## src/rtl/acq_fifo_ctrl_pkg.sv

```systemverilog
// Shared definitions for the acquisition FIFO controller: state encoding,
// default widths and the FLUSH settle count.
package acq_fifo_ctrl_pkg;

  localparam int unsigned DATA_W_DEF   = 12;
  localparam int unsigned LEN_W_DEF    = 12;
  localparam int unsigned FLUSH_SETTLE = 4;

  typedef enum logic [2:0] {
    ST_IDLE    = 3'd0,
    ST_ARM     = 3'd1,
    ST_CAPTURE = 3'd2,
    ST_DRAIN   = 3'd3,
    ST_FLUSH   = 3'd4
  } state_e;

endpackage

```

## src/rtl/acq_fifo_ctrl_trig_detect.sv

```systemverilog
// Rising level-crossing detector for the ARM trigger; only built when
// TRIG_LEVEL_EN is defined.
`ifdef TRIG_LEVEL_EN
module trig_detect
  import acq_fifo_ctrl_pkg::*;
#(
  parameter int unsigned DATA_W = DATA_W_DEF
) (
  input  logic              clk,
  input  logic              rst,
  input  logic [DATA_W-1:0] adc_data,
  input  logic              adc_valid,
  input  logic [DATA_W-1:0] trig_level,
  output logic              cross
);

  logic [DATA_W-1:0] prev_q, prev_d;
  logic              prev_vld_q, prev_vld_d;

  // Remember the last valid sample so a crossing needs a real predecessor.
  always_comb begin
    prev_d     = prev_q;
    prev_vld_d = prev_vld_q;
    if (adc_valid) begin
      prev_d     = adc_data;
      prev_vld_d = 1'b1;
    end else begin
      prev_d     = prev_q;
      prev_vld_d = prev_vld_q;
    end
  end

  always_ff @(posedge clk or posedge rst) begin
    if (rst) begin
      prev_q     <= {DATA_W{1'b0}};
      prev_vld_q <= 1'b0;
    end else begin
      prev_q     <= prev_d;
      prev_vld_q <= prev_vld_d;
    end
  end

  assign cross = adc_valid && prev_vld_q && (prev_q < trig_level) && (trig_level <= adc_data);

endmodule
`endif

```

## src/rtl/acq_fifo_ctrl.sv

```systemverilog
// Acquisition controller: captures a triggered burst of ADC samples into an
// external FIFO, then drains it onto a valid/ready stream. Optional level
// trigger is enabled with the TRIG_LEVEL_EN macro.
module acq_fifo_ctrl
  import acq_fifo_ctrl_pkg::*;
#(
  parameter int unsigned DATA_W = DATA_W_DEF,
  parameter int unsigned LEN_W  = LEN_W_DEF
) (
  input  logic              clk,
  input  logic              rst,
  input  logic              start,
  input  logic              abort,
  input  logic [LEN_W-1:0]  sample_len,
  input  logic              trig,
`ifdef TRIG_LEVEL_EN
  input  logic [DATA_W-1:0] trig_level,
`endif
  input  logic [DATA_W-1:0] adc_data,
  input  logic              adc_valid,
  output logic [DATA_W-1:0] fifo_din,
  output logic              fifo_wr_en,
  input  logic              fifo_full,
  output logic              fifo_rd_en,
  input  logic [DATA_W-1:0] fifo_dout,
  input  logic              fifo_empty,
  output logic [DATA_W-1:0] m_data,
  output logic              m_valid,
  input  logic              m_ready,
  output logic              busy,
  output logic              done,
  output logic              overflow
);

  localparam logic [2:0]       FLUSH_LAST = 3'(FLUSH_SETTLE - 1);
  localparam logic [LEN_W-1:0] LEN_ONE    = {{(LEN_W-1){1'b0}}, 1'b1};

  state_e            state_q, state_d;
  logic [LEN_W-1:0]  len_q, len_d;
  logic [LEN_W-1:0]  wr_cnt_q, wr_cnt_d;
  logic [LEN_W-1:0]  wr_ok_q, wr_ok_d;
  logic [LEN_W-1:0]  rd_cnt_q, rd_cnt_d;
  logic              ovf_q, ovf_d;
  logic              rd_fl_q, rd_fl_d;
  logic [2:0]        empty_cnt_q, empty_cnt_d;
  logic [DATA_W-1:0] din_q, din_d;
  logic              wr_en_q, wr_en_d;
  logic [DATA_W-1:0] m_data_q, m_data_d;
  logic              m_valid_q, m_valid_d;
  logic              done_q, done_d;
  logic              rd_en_s;
  logic              trig_cond_s;
  logic [LEN_W-1:0]  target_s;
  logic [LEN_W-1:0]  wr_inc_s;

`ifdef TRIG_LEVEL_EN
  logic cross_s;

  trig_detect #(.DATA_W(DATA_W)) u_trig_detect (
    .clk        (clk),
    .rst        (rst),
    .adc_data   (adc_data),
    .adc_valid  (adc_valid),
    .trig_level (trig_level),
    .cross      (cross_s)
  );

  assign trig_cond_s = trig || cross_s;
`else
  assign trig_cond_s = trig;
`endif

  // After an overflow only the samples that actually reached the FIFO come back.
  assign target_s = ovf_q ? wr_ok_q : len_q;
  assign wr_inc_s = wr_cnt_q + LEN_ONE;

  // Next-state and datapath update; abort wins over every other transition.
  always_comb begin
    state_d     = state_q;
    len_d       = len_q;
    wr_cnt_d    = wr_cnt_q;
    wr_ok_d     = wr_ok_q;
    rd_cnt_d    = rd_cnt_q;
    ovf_d       = ovf_q;
    rd_fl_d     = 1'b0;
    empty_cnt_d = empty_cnt_q;
    din_d       = din_q;
    wr_en_d     = 1'b0;
    m_data_d    = m_data_q;
    m_valid_d   = m_valid_q;
    done_d      = 1'b0;
    rd_en_s     = 1'b0;

    case (state_q)
      ST_IDLE: begin
        if (start && (sample_len != {LEN_W{1'b0}})) begin
          state_d  = ST_ARM;
          len_d    = sample_len;
          wr_cnt_d = {LEN_W{1'b0}};
          wr_ok_d  = {LEN_W{1'b0}};
          rd_cnt_d = {LEN_W{1'b0}};
          ovf_d    = 1'b0;
        end else begin
          state_d = ST_IDLE;
        end
      end

      ST_ARM: begin
        if (abort) begin
          state_d     = ST_FLUSH;
          empty_cnt_d = 3'd0;
        end else if (trig_cond_s) begin
          state_d = ST_CAPTURE;
        end else begin
          state_d = ST_ARM;
        end
      end

      ST_CAPTURE: begin
        if (abort) begin
          state_d     = ST_FLUSH;
          empty_cnt_d = 3'd0;
        end else if (adc_valid) begin
          wr_cnt_d = wr_inc_s;
          if (!fifo_full) begin
            wr_en_d = 1'b1;
            din_d   = adc_data;
            wr_ok_d = wr_ok_q + LEN_ONE;
          end else begin
            ovf_d = 1'b1;
          end
          if (wr_inc_s == len_q) begin
            state_d = ST_DRAIN;
          end else begin
            state_d = ST_CAPTURE;
          end
        end else begin
          state_d = ST_CAPTURE;
        end
      end

      ST_DRAIN: begin
        if (abort) begin
          state_d     = ST_FLUSH;
          m_valid_d   = 1'b0;
          empty_cnt_d = 3'd0;
        end else begin
          // One read in flight at a time; data lands in m_data the next cycle.
          rd_en_s = !fifo_empty && (rd_cnt_q < target_s) && !rd_fl_q && (!m_valid_q || m_ready);
          rd_fl_d = rd_en_s;
          if (m_valid_q && m_ready) begin
            m_valid_d = 1'b0;
          end else begin
            m_valid_d = m_valid_q;
          end
          if (rd_fl_q) begin
            m_data_d  = fifo_dout;
            m_valid_d = 1'b1;
            rd_cnt_d  = rd_cnt_q + LEN_ONE;
          end else begin
            m_data_d = m_data_q;
          end
          if ((rd_cnt_q == target_s) && !rd_fl_q && (!m_valid_q || m_ready)) begin
            state_d   = ST_IDLE;
            done_d    = 1'b1;
            m_valid_d = 1'b0;
          end else begin
            state_d = ST_DRAIN;
          end
        end
      end

      ST_FLUSH: begin
        rd_en_s   = !fifo_empty;
        m_valid_d = 1'b0;
        // Wait out the FIFO's flag latency before declaring it drained.
        if (fifo_empty) begin
          if (empty_cnt_q == FLUSH_LAST) begin
            state_d     = ST_IDLE;
            empty_cnt_d = 3'd0;
          end else begin
            empty_cnt_d = empty_cnt_q + 3'd1;
          end
        end else begin
          empty_cnt_d = 3'd0;
        end
      end

      default: begin
        state_d   = ST_IDLE;
        m_valid_d = 1'b0;
      end
    endcase
  end

  // State and datapath registers.
  always_ff @(posedge clk or posedge rst) begin
    if (rst) begin
      state_q     <= ST_IDLE;
      len_q       <= {LEN_W{1'b0}};
      wr_cnt_q    <= {LEN_W{1'b0}};
      wr_ok_q     <= {LEN_W{1'b0}};
      rd_cnt_q    <= {LEN_W{1'b0}};
      ovf_q       <= 1'b0;
      rd_fl_q     <= 1'b0;
      empty_cnt_q <= 3'd0;
      din_q       <= {DATA_W{1'b0}};
      wr_en_q     <= 1'b0;
      m_data_q    <= {DATA_W{1'b0}};
      m_valid_q   <= 1'b0;
      done_q      <= 1'b0;
    end else begin
      state_q     <= state_d;
      len_q       <= len_d;
      wr_cnt_q    <= wr_cnt_d;
      wr_ok_q     <= wr_ok_d;
      rd_cnt_q    <= rd_cnt_d;
      ovf_q       <= ovf_d;
      rd_fl_q     <= rd_fl_d;
      empty_cnt_q <= empty_cnt_d;
      din_q       <= din_d;
      wr_en_q     <= wr_en_d;
      m_data_q    <= m_data_d;
      m_valid_q   <= m_valid_d;
      done_q      <= done_d;
    end
  end

  assign fifo_din   = din_q;
  assign fifo_wr_en = wr_en_q;
  assign fifo_rd_en = rd_en_s;
  assign m_data     = m_data_q;
  assign m_valid    = m_valid_q;
  assign done       = done_q;
  assign overflow   = ovf_q;
  assign busy       = (state_q != ST_IDLE);

endmodule
```

## config.mk

```make
export PLATFORM = sky130hd
export DESIGN_NAME = acq_fifo_ctrl
export DESIGN_NICKNAME = d
export VERILOG_FILES = /design/src/rtl/acq_fifo_ctrl_pkg.sv /design/src/rtl/acq_fifo_ctrl_trig_detect.sv /design/src/rtl/acq_fifo_ctrl.sv
export SDC_FILE = /design/constraint.sdc
export NUM_CORES = 1
export LEC_CHECK = 0
export BUFFER_PORTS_ARGS = -buffer_cell sky130_fd_sc_hd__buf_2
export CAP_MARGIN = 20
export CORE_ASPECT_RATIO = 1.5
export CORE_MARGIN = 1.5
export CORE_UTILIZATION = 56
export CTS_BUF_LIST = sky130_fd_sc_hd__clkbuf_4 sky130_fd_sc_hd__clkbuf_8
export CTS_CLUSTER_SIZE = 12
export DETAILED_ROUTE_END_ITERATION = 10
export PLACE_DENSITY_LB_ADDON = 0.1
export SYNTH_ARGS = -nofsm -noshare
export SYNTH_HDL_FRONTEND = slang
export SYNTH_HIERARCHICAL = 1
export SYNTH_SLANG_ARGS = --single-unit
```

## constraint.sdc

```tcl
create_clock -name clk -period 3.84 [get_ports clk]
set_input_delay 0.576 -clock clk [delete_from_list [all_inputs] [get_ports clk]]
set_output_delay 0.576 -clock clk [all_outputs]
set_load 0.05 [all_outputs]
```

==> results.py, run 1 <==
metrics = {
    "run_status": {
        "status": "complete, no violations",
    },
    "job": {
        "maxCapViolCount": 0,
    },
    "global_route": {
        "track_usage": 0.254,
        "grt_pass1_wl_um": 16100,
        "grt_max_degree": 45,
        "grt_pass1_vias": 3406,
        "antenna_found_initial": 0,
        "overflow": 0,
    },
    "clock_tree": {
        "cts_tree": "built",
        "numCtsBuffers": 9,
        "clock_latency_ns": 0.36,
        "clockBufferDepth": 2,
        "htreeDepth": 3,
        "ctsRootBufferMaster": "clkbuf_8",
        "cts_resized": 0,
        "cts.sinks": 83,
        "postCtsHoldBufs": 0,
        "cts_setup_buffers": 0,
        "cts.clk_slew.worst_paths_ns": 0.08,
    },
    "sta": {
        "setup_viol": 0,
        "tightestPinTransition_ns": 0.970,
        "timing.final.hold_violations": 0,
        "clock_skew_ns": 0.00804,
        "rsz0062_at_grt": "no",
        "max_freq_mhz": 288,
        "maxSlewViolCount": 0,
        "relSlewSlack": 0.349,
        "post-route-min-period_ns": 3.47,
        "whs_ns": 0.294,
        "post-route-period-util": 0.904,
        "setup_tns_ns": 0,
    },
    "final_layout": {
        "post-route-cell-area_mm2": 0.00506,
        "area_delta_synth_final_pct": 14.6,
        "n_antenna_cell": 0,
        "finalNetCount": 552,
        "fillers": 638,
        "drive_gt1_frac": 0.280,
    },
    "setup_path": {
        "cp.depth": 9,
        "cp_data_required_time_ns": 3.26,
        "cp.arrival_ns": 2.90,
        "r2r_start": "overflow",
        "reg2regPathDepth": 8,
        "path_cells": "mux2i_1 -> ha_1 -> a21oi_1 -> nor2b_1 -> o21ai_0 -> and3_1 -> inv_1 -> o22ai_1 -> buf_2",
        "path_class": "register to output pin",
        "endpoint_kind": "output pin",
        "crit_path_start": "overflow",
        "critPathLaunchType": "register",
        "critPathCapture": "fifo_rd_en",
        "reg2reg_to": "state_q[0]",
        "rrSetupSlack_ns": 0.99,
        "cp.buffers_inverters": 2,
        "path_delay_family": "flip-flops",
        "slowest_delay_ns": 0.77,
        "worstPathMaxFanout": 14,
        "cp_slowest_cell": "dfrtp_1",
    },
    "power_and_ir_drop": {
        "power_switching_w": 0.00114,
        "internal_power_w": 0.00171,
        "powerDensity_mw_per_mm2": 565,
        "combPwrFrac": 0.358,
        "power.leakage_nw": 2.42,
        "power_frac_seq": 0.420,
        "p_sw_frac": 0.399,
        "p_clk_frac": 0.223,
        "ir_drop_uv": 392,
    },
    "floorplanning": {
        "die_h_um": 112,
        "die_w_um": 75.5,
        "rows": 39,
        "coreArea_mm2": 0.00761,
        "ios": 75,
        "initial_utilization": 0.580,
        "die_area_mm2": 0.00843,
    },
    "routing": {
        "drtPass1Iterations": 5,
        "vias": 3435,
        "antenna_left": 0,
        "routed_wl_um": 9710,
        "drt_iter0_markers": 202,
        "wl_per_cell_um": 16.2,
        "drc": 0,
        "via_per_inst": 5.74,
    },
    "yosys": {
        "synthFlopType": "dfrtp_1",
        "synth_edf_count": 0,
        "synth_warnings": 6,
        "avgSynthCellArea_um2": 10.5,
        "ys_seq_area_frac": 0.471,
        "ys_seq_elements": 83,
        "synth_area_mm2": 0.00441,
        "syn_inst": 421,
        "synth_fp_nets": 482,
        "ys_async_sr_fraction": 1.00,
        "synth_cell_type_count": 48,
    },
    "placement": {
        "gp_congestion": 0.876,
        "dpl.hpwl_um": 7190,
        "port_buffers": 74,
        "dpl_cell_area_mm2": 0.00486,
    },
    "min_path": {
        "hold_class": "primary input to async pin",
    },
}
[sequential cells by signal (all words and copies together) (netlist names)]
| signal | count |
|---|---|
| rd_fl_q | 1 |
| m_valid | 1 |
| rd_cnt_q | 12 |
| wr_ok_q | 12 |
| fifo_din | 12 |
| wr_cnt_q | 12 |
| overflow | 1 |
| len_q | 12 |
| m_data | 12 |
| fifo_wr_en | 1 |
| done | 1 |
| state_q | 3 |
| empty_cnt_q | 3 |
[worst register-to-register path, cell delays in order, from the launching register on]
cell,delay (ns)
dfrtp_1,0.77
mux2_2,0.42
ha_1,0.27
nand4_1,0.08
or3_1,0.32
nor3_1,0.35
nand2_1,0.10
a31oi_1,0.27
o31ai_1,0.16
[cells by family after synthesis]
| kind of cell | share of synthesized area |
|---|---|
| AO/OA/AOI/OAI | 0.0885 |
| XOR/XNOR | 0.0734 |
| adder cells (fa/ha/maj) | 0.0454 |
| buffers and inverters | 0.0289 |
| flip-flops | 0.471 |
| multiplexers | 0.129 |
| AND/OR/NAND/NOR | 0.164 |
[cell usage after synthesis (5+ instances only)]
library cell / n / share of area
o21ai_0: 22 / 0.025
nor2b_1: 9 / 0.013
nand4_1: 13 / 0.018
nor4_1: 7 / 0.0099
mux2i_1: 13 / 0.029
mux2_2: 39 / 0.10
dfrtp_1: 83 / 0.47
clkbuf_1: 12 / 0.010
inv_1: 11 / 0.0094
o31ai_1: 6 / 0.010
a21oi_1: 9 / 0.010
nand3_1: 11 / 0.012
o22ai_1: 6 / 0.0085
nand2_1: 35 / 0.030
xor2_1: 16 / 0.032
xnor2_1: 21 / 0.042
nor3_1: 8 / 0.0091
and3_1: 8 / 0.011
nor2_1: 29 / 0.025
ha_1: 16 / 0.045
or3_1: 5 / 0.0071
[layout by cell type, fill, tap and decap left out, drive strengths merged, types with 3 or more instances in the layout]
cell | netlist | final
a21oi | 10 | 10
a31oi | 3 | 3
and2 | 3 | 3
and3 | 8 | 8
buf | 7 | 78
clkbuf | 12 | 9
clkinv | 0 | 5
dfrtp | 83 | 83
ha | 16 | 16
inv | 11 | 11
mux2 | 39 | 39
mux2i | 13 | 13
nand2 | 35 | 35
nand2b | 4 | 4
nand3 | 11 | 11
nand4 | 13 | 13
nor2 | 30 | 30
nor2b | 9 | 9
nor3 | 9 | 9
nor4 | 7 | 7
o21ai | 23 | 23
o22ai | 6 | 6
o31ai | 6 | 6
or3 | 5 | 5
xnor2 | 21 | 21
xor2 | 16 | 16
[cell type report]
type,instances,area [um^2],share of cell area
clock buffers,9,124,0.0245
clock inverters,7,77.6,0.0153
inverters,11,42.5,0.00841
multi-input cells,308,2210,0.437
flip-flops and latches,83,2080,0.411
well taps,102,128,0.0252
repair buffers,78,400,0.0792
[how the worst min path moves through the flow]
stage / from / end / slack, ns / depth (start not counted)
after floorplan: wr_cnt_q[6] / wr_cnt_q[6] / 0.49 / 1
after global placement: m_data[11] / m_data[11] / 0.48 / 1
after detailed placement: m_data[4] / m_data[4] / 0.49 / 1
after CTS: rst / m_data[5] / 0.30 / 2
after global routing: rst / m_data[5] / 0.35 / 2
final: rst / rd_fl_q / 0.29 / 2
[stage by stage]
stage                util  total power [W]  cells  worst slack [ns]
floorplan               -          0.00197    421            0.0699
CTS                 0.664          0.00286    598             0.405
global placement    0.638          0.00219    582             0.908
detailed placement  0.638          0.00222    582             0.813
global route        0.664          0.00301    598             0.282
finish              0.664          0.00286    598             0.369
[power groups by stage]
| stage | logic (W) | registers (W) | clock network (W) |
|---|---|---|---|
| floorplan | 0.000643 | 0.00133 | 0 |
| global placement | 0.000987 | 0.00120 | 0 |
| detailed placement | 0.00102 | 0.00121 | 0 |
| global route | 0.00111 | 0.00122 | 0.000683 |
| CTS | 0.00102 | 0.00119 | 0.000649 |
| finish | 0.00102 | 0.00120 | 0.000635 |
[routing by layer]
layer | wire [um] | up-vias | track usage
li1 | - | 1637 | -
met1 | 3990 | 1690 | 0.298
met4 | 328 | 0 | 0.138
met3 | 288 | 24 | 0.0299
met2 | 5100 | 84 | 0.435
met5 | 0 | - | 0
(Power assumes the default switching activity.)
==> run 2: changes to the inputs <==
Settings changed: SYNTH_HIERARCHICAL 1 to not set.
==> run 2 against run 1 <==
Against the previous run: largest power group unchanged; worst hold slack gained 0.057 ns; critical path depth shrank 1; power grew 6.6%; largest cell class unchanged; cell count grew 8.2%; die area grew 2.6%; highest routed layer unchanged; maximum frequency grew 2.9%; register-to-register slack lost 0.09 ns; clock power grew 30%; design area grew 4.8%.
==> results.py, run 2 <==
metrics = {
    "setup_path": {
        "worstPathMaxFanout": 14,
        "cp.arrival_ns": 2.80,
        "cp_data_required_time_ns": 3.26,
        "endpoint_kind": "output pin",
        "critical_path.most_common_cell": "o21a_1",
        "path_class": "register to output pin",
        "path_cells": "mux2i_1 -> ha_1 -> nor2b_1 -> o21a_1 -> o21a_1 -> o21a_1 -> o32ai_2 -> buf_2",
        "slowest_delay_ns": 0.75,
        "cp.buffers_inverters": 1,
        "crit_path_start": "overflow",
        "cp_slowest_cell": "dfrtp_1",
        "path_delay_family": "flip-flops",
        "critPathLaunchType": "register",
        "r2r_start": "state_q[0]",
    },
    "global_route": {
        "overflow": 0,
        "antenna_found_initial": 0,
        "grt_max_degree": 50,
        "track_usage": 0.270,
        "grt_pass1_wl_um": 18200,
        "grt_pass1_vias": 3812,
    },
    "routing": {
        "via_per_inst": 5.97,
        "wl_met1_um": 4420,
        "drt_iter0_markers": 199,
        "wl_met3_um": 492,
        "vias": 3864,
        "drc": 0,
        "wl_met2_um": 5810,
        "top_layer": "met4",
        "wl_per_cell_um": 17.0,
        "drtPass1Iterations": 4,
        "routed_wl_um": 11000,
        "antenna_left": 0,
    },
    "yosys": {
        "synth_warnings": 0,
        "synth_top_cells_by_count": "83 x dfrtp_1, 72 x nand2_1, 30 x o21ai_0",
        "synth_fp_nets": 527,
        "ys_seq_area_frac": 0.458,
        "synth_top_area_cell": "dfrtp_1",
        "synth_area_mm2": 0.00453,
        "synth_cell_type_count": 52,
        "yosysMostFrequentCell": "dfrtp_1",
        "synth_edf_count": 0,
        "ys_async_sr_fraction": 1.00,
        "synthFlopType": "dfrtp_1",
        "synth_area_leaders": "dfrtp_1 46%, mux2_2 6.5%, nand2_1 6.0%",
        "avgSynthCellArea_um2": 9.72,
        "syn_inst": 466,
        "yosysTopAreaCellShare": 0.458,
        "ys_seq_elements": 83,
    },
    "clock_tree": {
        "clock_latency_ns": 0.36,
        "cts.sinks": 83,
        "cts_resized": 0,
        "htreeDepth": 3,
        "numCtsBuffers": 9,
        "cts_tree": "built",
        "cts_setup_buffers": 0,
        "cts.clk_slew.worst_paths_ns": 0.08,
        "clockBufferDepth": 2,
        "ctsRootBufferMaster": "clkbuf_8",
        "postCtsHoldBufs": 0,
    },
    "power_and_ir_drop": {
        "internal_power_w": 0.00188,
        "p_sw_frac": 0.383,
        "power.leakage_nw": 2.48,
        "powerDensity_mw_per_mm2": 574,
        "p_clk_frac": 0.271,
        "power_switching_w": 0.00116,
        "ir_drop_uv": 580,
        "power_frac_seq": 0.387,
        "combPwrFrac": 0.342,
    },
    "final_layout": {
        "area_delta_synth_final_pct": 17.0,
        "n_antenna_cell": 0,
        "instances_no_fill": 647,
        "fillers": 670,
        "post-route-cell-area_mm2": 0.00530,
        "final_common_cell": "dfrtp_1",
        "utilization": 0.670,
        "finalNetCount": 598,
        "drive_gt1_frac": 0.244,
        "final_cell_mix": "83 x dfrtp_1, 74 x buf_2, 72 x nand2_1, 30 x o21ai_0",
    },
    "placement": {
        "dpl.hpwl_um": 8220,
        "dpl.cell_count": 631,
        "port_buffers": 74,
        "gp_congestion": 0.963,
        "dpl_cell_area_mm2": 0.00504,
        "place_ws_ns": 0.859,
    },
    "sta": {
        "post-route-period-util": 0.878,
        "timing.final.ws_setup_ns": 0.468,
        "maxSlewViolCount": 0,
        "rsz0062_at_grt": "no",
        "max_freq_mhz": 297,
        "setup_viol": 0,
        "post-route-min-period_ns": 3.37,
        "tightestPinTransition_ns": 0.830,
        "relSlewSlack": 0.446,
        "clock_skew_ns": 0.00853,
        "setup_tns_ns": 0,
        "timing.final.hold_violations": 0,
    },
    "floorplanning": {
        "rows": 40,
        "die_w_um": 76.5,
        "die_area_mm2": 0.00865,
        "die_h_um": 113,
        "ios": 75,
        "coreArea_mm2": 0.00791,
        "initial_utilization": 0.573,
    },
    "job": {
        "maxCapViolCount": 0,
    },
    "min_path": {
        "hold_class": "primary input to async pin",
    },
    "run_status": {
        "status": "complete, no violations",
    },
}
-- run 2: power by group through the flow --
stage                     Combinational [W]  Sequential, W  Clock (W)
after floorplan                    0.000637        0.00130          0
after global placement              0.00103        0.00119          0
final                               0.00104        0.00118   0.000824
after detailed placement            0.00104        0.00119          0
after CTS                           0.00105        0.00117   0.000834
after global routing                0.00114        0.00120   0.000866
-- run 2: worst paths after layout --
check	endpoint	slack, ns	depth (start not counted)
worst max-delay path	fifo_rd_en	0.47	8
worst min-delay path	fifo_din[7]	0.35	2
worst max register to register	rd_cnt_q[9]	0.90	6
worst min register to register	fifo_din[7]	0.51	1
max in group asynchronous	wr_ok_q[1]	2.53	3
min in group clk	len_q[0]	0.44	3
-- run 2: worst register-to-register path, cell delays in order, from the launching register on --
cell       delay (ns)
dfrtp_1          0.62
nor3_4           0.46
inv_2            0.14
a311oi_4         0.65
o2111ai_1        0.38
or3_1            0.44
a21oi_1          0.16
-- run 2: area by class of cell --
cell class / count / area, um^2 / share of cell area
multi-input combinational: 349 / 2350 / 0.444
sequential: 83 / 2080 / 0.392
timing repair buffer: 81 / 423 / 0.0798
clock buffer: 11 / 139 / 0.0262
tap: 105 / 131 / 0.0248
clock inverter: 5 / 125 / 0.0236
inverter: 13 / 50.0 / 0.00944
-- run 2: metal layers --
layer  global-route usage  up-vias
met5                    0        -
met4                0.131        0
met3               0.0508       21
met2                0.483      119
met1                0.308     1880
li1                     -     1844
-- run 2: logic make-up after synthesis --
kind of cell	Yosys count	synth area share
xor+xnor	24	0.0464
mux	37	0.0889
simple gates	174	0.190
flops	83	0.458
buf+inv	34	0.0293
fa+ha+maj	16	0.0442
compound gates	98	0.143
-- run 2: per-stage QoR --
stage / power (W) / hold WS (ns)
2_1_floorplan: 0.00194 / 0.484
3_3_place_gp: 0.00221 / 0.481
3_5_place_dp: 0.00223 / 0.489
4_1_cts: 0.00305 / 0.374
5_1_grt: 0.00320 / 0.422
6_report: 0.00304 / 0.352
